$ cat src/rtl/pipe_pkg.sv
// rtl/pipe_pkg.sv - shared constants for the pipeline stage register
package pipe_pkg;

  localparam int PIPE_MAX_W = 256;
  localparam int PIPE_CNT_W = 16;
  localparam logic [PIPE_MAX_W-1:0] PIPE_NOP = '0;

endpackage

$ cat src/rtl/pipe_skid_entry.sv
// rtl/pipe_skid_entry.sv - one-deep overflow slot (valid bit plus payload)
module pipe_skid_entry
  import pipe_pkg::*;
#(
  parameter int WIDTH = 32
)(
  input  logic             clk,
  input  logic             rst,
  input  logic             load,
  input  logic             clear,
  input  logic [WIDTH-1:0] data,
  output logic             valid,
  output logic [WIDTH-1:0] q
);

  // clear wins over load so a flush can never leave a stale entry behind
  always_ff @(posedge clk) begin
    if (rst) begin
      valid <= 1'b0;
      q     <= PIPE_NOP[WIDTH-1:0];
    end else if (clear) begin
      valid <= 1'b0;
    end else if (load) begin
      valid <= 1'b1;
      q     <= data;
    end
  end

endmodule

$ cat src/rtl/pipe_stage_reg.sv
// rtl/pipe_stage_reg.sv - valid/ready pipeline register with optional skid slot
module pipe_stage_reg
  import pipe_pkg::*;
#(
  parameter int               WIDTH     = 32,
  parameter int               SKID      = 1,
  parameter logic [WIDTH-1:0] NOP_VALUE = PIPE_NOP[WIDTH-1:0],
  parameter int               CNT_W     = PIPE_CNT_W
)(
  input  logic             clk,
  input  logic             rst,
  input  logic             in_valid,
  output logic             in_ready,
  input  logic [WIDTH-1:0] in_data,
  output logic             out_valid,
  input  logic             out_ready,
  output logic [WIDTH-1:0] out_data,
  input  logic             flush,
  output logic [CNT_W-1:0] stall_cnt
);

  logic             xfer_in;
  logic             main_load;
  logic             skid_valid;
  logic [WIDTH-1:0] skid_data;

  assign xfer_in   = in_valid && in_ready;
  assign main_load = !out_valid || out_ready;

  generate
    if (SKID != 0) begin : g_skid
      logic skid_load;
      logic skid_clear;
      logic skid_next;
      logic rdy_q;

      // only capture when the main register is blocked by the downstream
      assign skid_load  = xfer_in && out_valid && !out_ready && !flush;
      assign skid_clear = flush || (main_load && skid_valid);

      always_comb begin
        skid_next = skid_valid;
        if (skid_clear)     skid_next = 1'b0;
        else if (skid_load) skid_next = 1'b1;
      end

      pipe_skid_entry #(.WIDTH(WIDTH)) u_skid (
        .clk   (clk),
        .rst   (rst),
        .load  (skid_load),
        .clear (skid_clear),
        .data  (in_data),
        .valid (skid_valid),
        .q     (skid_data)
      );

      always_ff @(posedge clk) begin
        if (rst) rdy_q <= 1'b1;
        else     rdy_q <= !skid_next;
      end

      assign in_ready = rdy_q;
    end else begin : g_noskid
      assign skid_valid = 1'b0;
      assign skid_data  = NOP_VALUE;
      assign in_ready   = !out_valid || out_ready;
    end
  endgenerate

  always_ff @(posedge clk) begin
    if (rst || flush) begin
      out_valid <= 1'b0;
      out_data  <= NOP_VALUE;
    end else if (main_load) begin
      if (skid_valid) begin
        out_valid <= 1'b1;
        out_data  <= skid_data;
      end else if (xfer_in) begin
        out_valid <= 1'b1;
        out_data  <= in_data;
      end else begin
        out_valid <= 1'b0;
        out_data  <= NOP_VALUE;
      end
    end
  end

  // back-pressure counter survives flush; only reset clears it
  always_ff @(posedge clk) begin
    if (rst) begin
      stall_cnt <= '0;
    end else if (out_valid && !out_ready && (stall_cnt != {CNT_W{1'b1}})) begin
      stall_cnt <= stall_cnt + 1'b1;
    end
  end

endmodule

$ cat config.mk
export PLATFORM = sky130hd
export DESIGN_NAME = pipe_stage_reg
export DESIGN_NICKNAME = d
export VERILOG_FILES = /design/src/rtl/pipe_pkg.sv /design/src/rtl/pipe_skid_entry.sv /design/src/rtl/pipe_stage_reg.sv
export SDC_FILE = /design/constraint.sdc
export NUM_CORES = 1
export LEC_CHECK = 0
export CAP_MARGIN = 0
export CORE_ASPECT_RATIO = 1.4
export CORE_MARGIN = 1.5
export CORE_UTILIZATION = 42
export CTS_BUF_LIST = sky130_fd_sc_hd__clkbuf_16
export DETAILED_ROUTE_END_ITERATION = 6
export GPL_TIMING_DRIVEN = 1
export PLACE_DENSITY = 0.7
export SLEW_MARGIN = 30
export SYNTH_ARGS = -nofsm -noshare
export SYNTH_HDL_FRONTEND = slang
export SYNTH_SLANG_ARGS = --single-unit
$ cat constraint.sdc
create_clock -name clk -period 2 [get_ports clk]
set_clock_uncertainty 0.15 [all_clocks]
set_input_delay 0.4 -clock clk [delete_from_list [all_inputs] [get_ports clk]]
set_output_delay 0.4 -clock clk [all_outputs]
set_load 0.1 [all_outputs]
==> out/metrics.yaml <==
outcome:
  outcome: "finished clean"
synthesis:
  ys_seq_area_share_pct: 49.59
  synth_area_leader_cell: "dfxtp_1"
  synthDistinctLibCells: 37
  synth-edff-count: 0
  ys_ff_latch: 83
  yosys.area.top_type_share_pct: 49.59
  syn_area_sq_mm: 0.003351
  postSynthCellCount: 396
  synth_area_leaders: "dfxtp_1, a221oi_1, nand2_1"
  synth_fp_nets: 434
  async_flop_share_pct: 0
  yosys_warnings: 0
  ys.flop_type: "dfxtp_1"
  syn_area_per_cell_sq_um: 8.461
placed_design:
  routabilityCongestion: 0.8023
  dp_hpwl_microns: 6371
  io_buffers: 86
  place_worst_setup_slack_ns: -0.2440
cts:
  postCtsHoldBufs: 0
  cts_resized: 0
  cts_buffers: 9
  clock_path_buffers: 2
  clock-sinks: 83
  clk_pin_slew_ns: 0.06
  root_buffer: "clkbuf_16"
  h-tree-depth: 3
  clk_latency_ns: 0.33
  cts_tree: "built"
  cts_setup_buffers: 0
global_route:
  grt_max_degree: 34
  grt_antenna_before_repair: 0
  grtUsageTotal_pct: 21.44
  grt_pass1_wl_microns: 14410
  overflow: 0
  grt_pass1_vias: 3193
routing:
  detail_route.wl_per_cell_microns: 14.92
  drc: 0
  drt-pass1-iter-count: 5
  via_per_inst: 5.528
  dr.first_iter.drc_count: 171
  wl_microns: 8758
  highest_layer: "met4"
  route.met3.wl_microns: 401
  drt-met1-wl_microns: 3309
  ant_nets: 0
  wl_met2_microns: 4739
  num_vias: 3245
setup_path:
  crit_path_max_fanout: 5
  start_kind: "input port"
  worst_ep_arrival_time_ns: 2.01
  path_class: "in -> reg"
  critPathCaptureType: "flop"
  worstPathRequired_ns: 2.10
die:
  initial_core_util_pct: 43.24
  die_h_microns: 108.7
  rows: 38
  die_w_microns: 78.49
  core_sq_mm: 0.007750
  die-area_sq_mm: 0.008531
  pin_count: 87
finish:
  syn_to_final_growth_pct: 55.53
  final_util_pct: 67.24
  drive_gt1_share_pct: 24.44
  fillers: 587
  multi_input_area_sq_mm: 0.001538
  regArea_sq_mm: 0.001699
  mostFrequentLayoutCells: "nand2_1, dfxtp_1, buf_12"
  final_common_cell: "nand2_1"
  nets: 520
  antenna_cells: 0
sta:
  holdWs_ns: 0.2833
  worst-slew-pin-transition_ns: 0.3439
  maxSlewHeadroom_pct: 76.78
  slew_violations: 0
  fin_crit_ns: 1.917
  layout_setup_ws_ns: 0.08263
  setup_viol: 0
  min_period_over_period_pct: 95.87
  fmax_mhz: 521.5
  rsz0062_at_grt: "false"
  final_hold_viol_count: 0
power:
  powerDensity_mw_per_mm2: 740.7
  leakage_nw: 1.963
  ir_worst_vdd_mv: 0.4112
run:
  cap_violations: 0
hold_path:
  min_path_type: "in -> reg"
==> worst max-delay path: stages <==
cell and delay, ns:
clkdlybuf4s50_1 0.46, and4b_2 0.38, nand4_4 0.13, or4_1 0.48
a21oi_1 0.16
==> cell type report <==
type | count | area share (%)
clock buffers | 10 | 4.802
multi-input cells | 276 | 29.51
inverters | 2 | 0.1441
flip-flops and latches | 83 | 32.61
clock inverters | 6 | 1.056
repair buffers | 110 | 29.48
well taps | 100 | 2.401
==> stage by stage <==
| stage | cell area (sq um) | setup TNS, ns | std cells | power [mW] |
|---|---|---|---|---|
| 3_3_place_gp | 4906 | -3.833 | 571 | 2.246 |
| 5_1_grt | 5211 | 0 | 587 | 3.999 |
| 4_1_cts | 5211 | 0 | 587 | 3.903 |
| 3_5_place_dp | 4906 | -5.715 | 571 | 2.253 |
| 2_1_floorplan | 3388 | 0 | 396 | 2.013 |
| 6_report | 5211 | 0 | 587 | 3.860 |
==> power breakdown <==
part	switching, mW	internal, mW
Sequential	0.0300	1.68
Clock	0.617	1.03
Combinational	0.299	0.209
==> metal layers <==
metal  vias up  GRT usage [%]
li1       1593              -
met3        23          3.598
met5         -              0
met1      1530          22.90
met2        99          39.38
met4         0          12.63
==> sequential cells by signal, indices dropped and copies added, names as in the netlist <==
register,cells
in_ready,1
out_data,32
g_skid.u_skid.valid,1
stall_cnt,16
g_skid.u_skid.q,32
out_valid,1
==> cells in the mapped netlist (2+ instances only) <==
master     n
nand2_1   73
and4_1     4
a21oi_1   46
or3_1      5
nor3_1    35
o31ai_1    4
clkbuf_1  30
mux2_2     4
o41ai_1    2
o21ai_0    2
inv_1      2
nand4_1    4
nor2_1    38
and2_1     2
nor2b_1    5
buf_6      3
dfxtp_1   83
a221oi_1  32
or4_1      4
==> kinds of logic after synthesis <==
family | Yosys count | synth area share, %
compound gates | 90 | 17.92
mux | 5 | 1.643
buf+inv | 37 | 4.854
fa+ha+maj | 1 | 0.3734
flops | 83 | 49.59
simple gates | 180 | 25.62
==> final timing paths <==
kind | startpoint | endpoint | slack, ns | cells past startpoint
worst min-delay path | rst | stall_cnt[2] | 0.28 | 2
worst min register to register | g_skid.u_skid.q[9] | g_skid.u_skid.q[9] | 0.31 | 2
worst max register to register | stall_cnt[0] | stall_cnt[15] | 0.14 | 5
worst max-delay path | out_ready | stall_cnt[15] | 0.08 | 5
No activity file was read; power rests on OpenSTA's default activity.
==> patch 1: new RTL, same flow settings <==
The package constant `PIPE_NOP` goes from '0 to 1.
--- a/src/rtl/pipe_pkg.sv
+++ b/src/rtl/pipe_pkg.sv
@@ -3,7 +3,7 @@
 
   localparam int PIPE_MAX_W = 256;
   localparam int PIPE_CNT_W = 16;
-  localparam logic [PIPE_MAX_W-1:0] PIPE_NOP = '0;
+  localparam logic [PIPE_MAX_W-1:0] PIPE_NOP = 1;
 
 endpackage
 
Behaviour: not the same (Yosys sat finds a counterexample within 4 cycles, from zero or initial values and one cycle with rst high).
==> patch 1 against the unedited design <==
Critical path depth did not move. Worst setup slack better by 0.0039 ns. Core utilization is 0.52 points lower. Area after synthesis grew 0.30%. Sequential cell count unchanged. Wire length grew 0.90%. Cell area decreased by 0.77%. Power fell by 5.9%. Global-route usage is 0.063 points higher. Critical path type unchanged. Largest cell class unchanged. Highest routed layer unchanged.
==> patch 1: results (changes against the unedited design) <==
- 0.140 — combinational group share of total power, was 0.132
- 565 um — met3 routed wirelength, was 401 um
- 3244 — total via count in the routed design, was 3245
- 0.0194 — multiplexer share of the synthesized area, was 0.0164
- 0.854 — final weighted congestion in routability-driven placement, was 0.802
- 4 — Pre-Repair DR Iteration Count, was 5
- -0.300 ns — worst-case setup slack after placement, was -0.244 ns
- 0.239 — met1 usage, was 0.229
- 15.1 um — average wire per standard cell, was 14.9 um
- 0.00372 — area share of fa/ha/maj cells after synthesis, was 0.00373
- 39 — number of distinct library cells after synthesis, was 37
- 4.89 mm — DR WL met2, was 4.74 mm
- 0.381 — met2 Usage GRT, was 0.394
- 0.215 — global-route total usage across every layer, was 0.214
- 0.178 — Compound-Gate Fraction of Synth Area, was 0.179
- 8.84 mm — total wirelength of the detailed-routed design, was 8.76 mm
- 52 — pin count of the biggest net entering global routing, was 34
- 2 — maximum buffer depth of the clock tree, unchanged
- 4910 um^2 — instance area after placement, about the same
- 0.241 — share of cells above drive strength 1, was 0.244
- 0.50 ns — CP max stage delay, was 0.48 ns
- 0 — number of diodes added for antenna fixing, unchanged
- sky130_fd_sc_hd__dfxtp_1 49%, sky130_fd_sc_hd__nand2_1 8.4%, sky130_fd_sc_hd__a221oi_1 8.1% — top post-synthesis cells by area, was sky130_fd_sc_hd__dfxtp_1 50%, sky130_fd_sc_hd__a221oi_1 8.4%, sky130_fd_sc_hd__nand2_1 8.2%
- flip-flop to flip-flop — hold crit path type, was input port to flip-flop
- 0.494 — proportion of synthesized chip area in sequential cells, was 0.496
- 570 — number of placed cells counting well taps, was 571
- 0.931 mW — switching power, was 0.946 mW
- 0.446 mV — largest vdd supply drop, was 0.411 mV
- 519 — # nets final, was 520
- 0.11 ns — Worst R2R Setup Slack, was 0.14 ns
- 14.5 mm — wire length of the first global-routing pass, was 14.4 mm
- 162 — Initial DRC Count, was 171
- 6.14 mm — total half-perimeter wirelength after legalization and detailed placement, was 6.37 mm
- 0.372 ns — Least-Margin Pin Slew, was 0.344 ns
- finished, final reports clean — result of the run, unchanged
- 0.33 ns — worst skew pair latency, about the same
- 3.28 mm — wire length the detailed router placed on met1, was 3.31 mm
- 1.94 nW — LEAKAGE, was 1.96 nW
- 8.49 um^2 — average cell area after synthesis, was 8.46 um^2
- 523 MHz — fmax, was 522 MHz
- 3123 — vias in the first global route, was 3193
patch 1: area by class of cell:
cell class                 count  area, um^2
clock buffer                   9         225
clock inverter                 7        30.0
fill                         605        2580
inverter                       2        7.51
multi-input combinational    277        1550
sequential                    83        1700
tap                          100         125
timing repair buffer         108        1530
patch 1: cells by family (layout without fill, tap and decap cells):
| logic type | after synthesis | count (layout) |
|---|---|---|
| multiplexers | 6 | 6 |
| buffers and inverters | 36 | 126 |
| AO/OA/AOI/OAI | 89 | 89 |
| AND/OR/NAND/NOR | 181 | 181 |
| adder cells (fa/ha/maj) | 1 | 1 |
| flip-flops | 83 | 83 |
patch 1: worst paths after layout:
check | startpoint | endpoint | depth (start not counted)
worst min register to register | g_skid.u_skid.q[2] | g_skid.u_skid.q[2] | 2
worst max register to register | stall_cnt[0] | stall_cnt[15] | 5
worst max-delay path | out_ready | stall_cnt[15] | 5
worst min-delay path | g_skid.u_skid.q[2] | g_skid.u_skid.q[2] | 2
==> patch 2: new RTL, config.mk and constraints unchanged <==
Made on the original files. Reset style: asynchronous (`rst`), changed in 3 clocked blocks.
--- a/src/rtl/pipe_skid_entry.sv
+++ b/src/rtl/pipe_skid_entry.sv
@@ -14,7 +14,7 @@
 );
 
   // clear wins over load so a flush can never leave a stale entry behind
-  always_ff @(posedge clk) begin
+  always_ff @(posedge clk or posedge rst) begin
     if (rst) begin
       valid <= 1'b0;
       q     <= PIPE_NOP[WIDTH-1:0];
--- a/src/rtl/pipe_stage_reg.sv
+++ b/src/rtl/pipe_stage_reg.sv
@@ -54,7 +54,7 @@
         .q     (skid_data)
       );
 
-      always_ff @(posedge clk) begin
+      always_ff @(posedge clk or posedge rst) begin
         if (rst) rdy_q <= 1'b1;
         else     rdy_q <= !skid_next;
       end
@@ -86,7 +86,7 @@
   end
 
   // back-pressure counter survives flush; only reset clears it
-  always_ff @(posedge clk) begin
+  always_ff @(posedge clk or posedge rst) begin
     if (rst) begin
       stall_cnt <= '0;
     end else if (out_valid && !out_ready && (stall_cnt != {CNT_W{1'b1}})) begin
Formal check against the unedited RTL: differs if rst is asserted again (counterexample within 4 cycles, from zero or initial values and one cycle with rst high); with rst held inactive, the same outputs for 10 cycles.
==> patch 2 against the unedited design <==
Non-clock buffer count is 4 lower. Worst hold slack worse by 0.054 ns. Worst setup slack worse by 0.029 ns. Sequential share of layout area is 3.8 points higher. Cell area is 2.4% higher. Area after synthesis is 1.6% higher. Sequential cell count stayed put. Wire length is 8.9% lower. Cell count is 15% lower. Critical path type is now flip-flop to flip-flop. Critical endpoint is now stall_cnt[11]. Largest cell class unchanged. Highest routed layer unchanged.
Power is not compared: it rests on default switching activity, and its combinational part moved more than twofold at a synthesized area within 25%.
==> patch 2: results (changes against the unedited design) <==
- sky130_fd_sc_hd__dfrtp_4 — cell with the largest stage delay on the worst path, was sky130_fd_sc_hd__or4_1
- 0.05 ns — Worst R2R Setup Slack, was 0.14 ns
- 29 — pin count of the biggest net entering global routing, was 34
- 499 — Final Instance Count excl. Fillers, was 587
- 5030 um^2 — instance area after placement, was 4910 um^2
- 1.95 ns — post-layout min period, was 1.92 ns
- 5.44 — post-DR vias/cell, was 5.53
- 0.562 — proportion of synthesized chip area in sequential cells, was 0.496
- 49 x sky130_fd_sc_hd__dfrtp_1, 37 x sky130_fd_sc_hd__nor3_1, 34 x sky130_fd_sc_hd__nor2_1 — most used standard cells in the synthesized netlist, was 83 x sky130_fd_sc_hd__dfxtp_1, 73 x sky130_fd_sc_hd__nand2_1, 46 x sky130_fd_sc_hd__a21oi_1
- 4 — Crit Path Max Fanout, was 5
- 0.826 — final weighted congestion in routability-driven placement, was 0.802
- 565 — number of fill cells in the layout, was 587
- finished, final reports clean — result of the run, unchanged
- stall_cnt[11] — crit path to, was stall_cnt[15]
- 16.0 um — average wire per standard cell, was 14.9 um
- sky130_fd_sc_hd__dfrtp_1 — ys flop type, was sky130_fd_sc_hd__dfxtp_1
- 441 um — met3 routed wirelength, was 401 um
- 0.602 — ys async rst share, was 0
- 0.51 ns — CP max stage delay, was 0.48 ns
- 483 — number of placed cells counting well taps, was 571
- 432 — # nets final, was 520
- 13.4 mm — wire length of the first global-routing pass, was 14.4 mm
- 3.29 mm — wire length the detailed router placed on met1, was 3.31 mm
- stall_cnt[11] — capturing point of the worst reg2reg path, was stall_cnt[15]
- 0.368 — share of cells above drive strength 1, was 0.244
- 4.09 mm — DR WL met2, was 4.74 mm
- 0.742 — headroom to the max-slew limit, was 0.768
- -0.119 ns — worst-case setup slack after placement, was -0.244 ns
- 0.229 ns — Final Hold Slack, was 0.283 ns
- 0.202 — global-route total usage across every layer, was 0.214
- 4 — Pre-Repair DR Iteration Count, was 5
- sky130_fd_sc_hd__dfrtp_1 36%, sky130_fd_sc_hd__dfxtp_1 19%, sky130_fd_sc_hd__mux2_2 11% — top post-synthesis cells by area, was sky130_fd_sc_hd__dfxtp_1 50%, sky130_fd_sc_hd__a221oi_1 8.4%, sky130_fd_sc_hd__nand2_1 8.2%
- 5.69 mm — total half-perimeter wirelength after legalization and detailed placement, was 6.37 mm
- input port to async pin — hold crit path type, was input port to flip-flop
- 11.4 um^2 — average cell area after synthesis, was 8.46 um^2
==> patch 2: cell count changes after synthesis, sizes merged, moves of 12 or more <==
cell    delta
clkbuf    -15
a21oi     -42
dfxtp     -50
dfrtp     +49
mux2      +30
nand2     -65
xor2      +12
==> patch 2: kinds of logic (layout without fill, tap and decap cells) <==
| logic type | count (synthesis) | in the layout | share of synthesized area |
|---|---|---|---|
| buf+inv | 24 | 124 | 0.0294 |
| flops | 83 | 83 | 0.562 |
| fa+ha+maj | 1 | 1 | 0.00367 |
| mux | 34 | 34 | 0.114 |
| compound gates | 39 | 39 | 0.0930 |
| simple gates | 106 | 106 | 0.168 |
| xor+xnor | 12 | 12 | 0.0309 |
==> patch 2: worst reg2reg max path, delay by kind of cell, from the launching register on <==
kind | cells | cell delay (ns)
flip-flops | 1 | 0.51
XOR/XNOR | 1 | 0.18
adder cells (fa/ha/maj) | 1 | 0.23
AND/OR/NAND/NOR | 3 | 0.79
==> patch 2: per-layer routing <==
| metal | track usage | up-vias |
|---|---|---|
| met2 | 0.336 | 80 |
| met3 | 0.0531 | 16 |
| met4 | 0.0952 | 0 |
| met1 | 0.242 | 1325 |
| li1 | - | 1292 |
| met5 | 0 | - |
==> patch 2: final cells by class <==
cell class,count,area [um^2],share of cell area
multi-input combinational,192,1410,0.264
clock buffer,10,250,0.0469
sequential,83,1940,0.364
inverter,2,7.51,0.00141
timing repair buffer,106,1550,0.290
clock inverter,6,55.1,0.0103
tap,100,125,0.0234
==> patch 2: timing repair <==
action                                  in CTS  in global routing
resized for setup                            0                  1
hold buffers                                 0                  0
setup buffers                                0                  0
endpoints found under the setup margin       0                  4
==> patch 2: power by group <==
part / internal, mW / total [mW] / switching (mW)
combinational: 0.506 / 1.18 / 0.672
sequential: 1.88 / 2.03 / 0.151
clock: 1.03 / 1.66 / 0.631
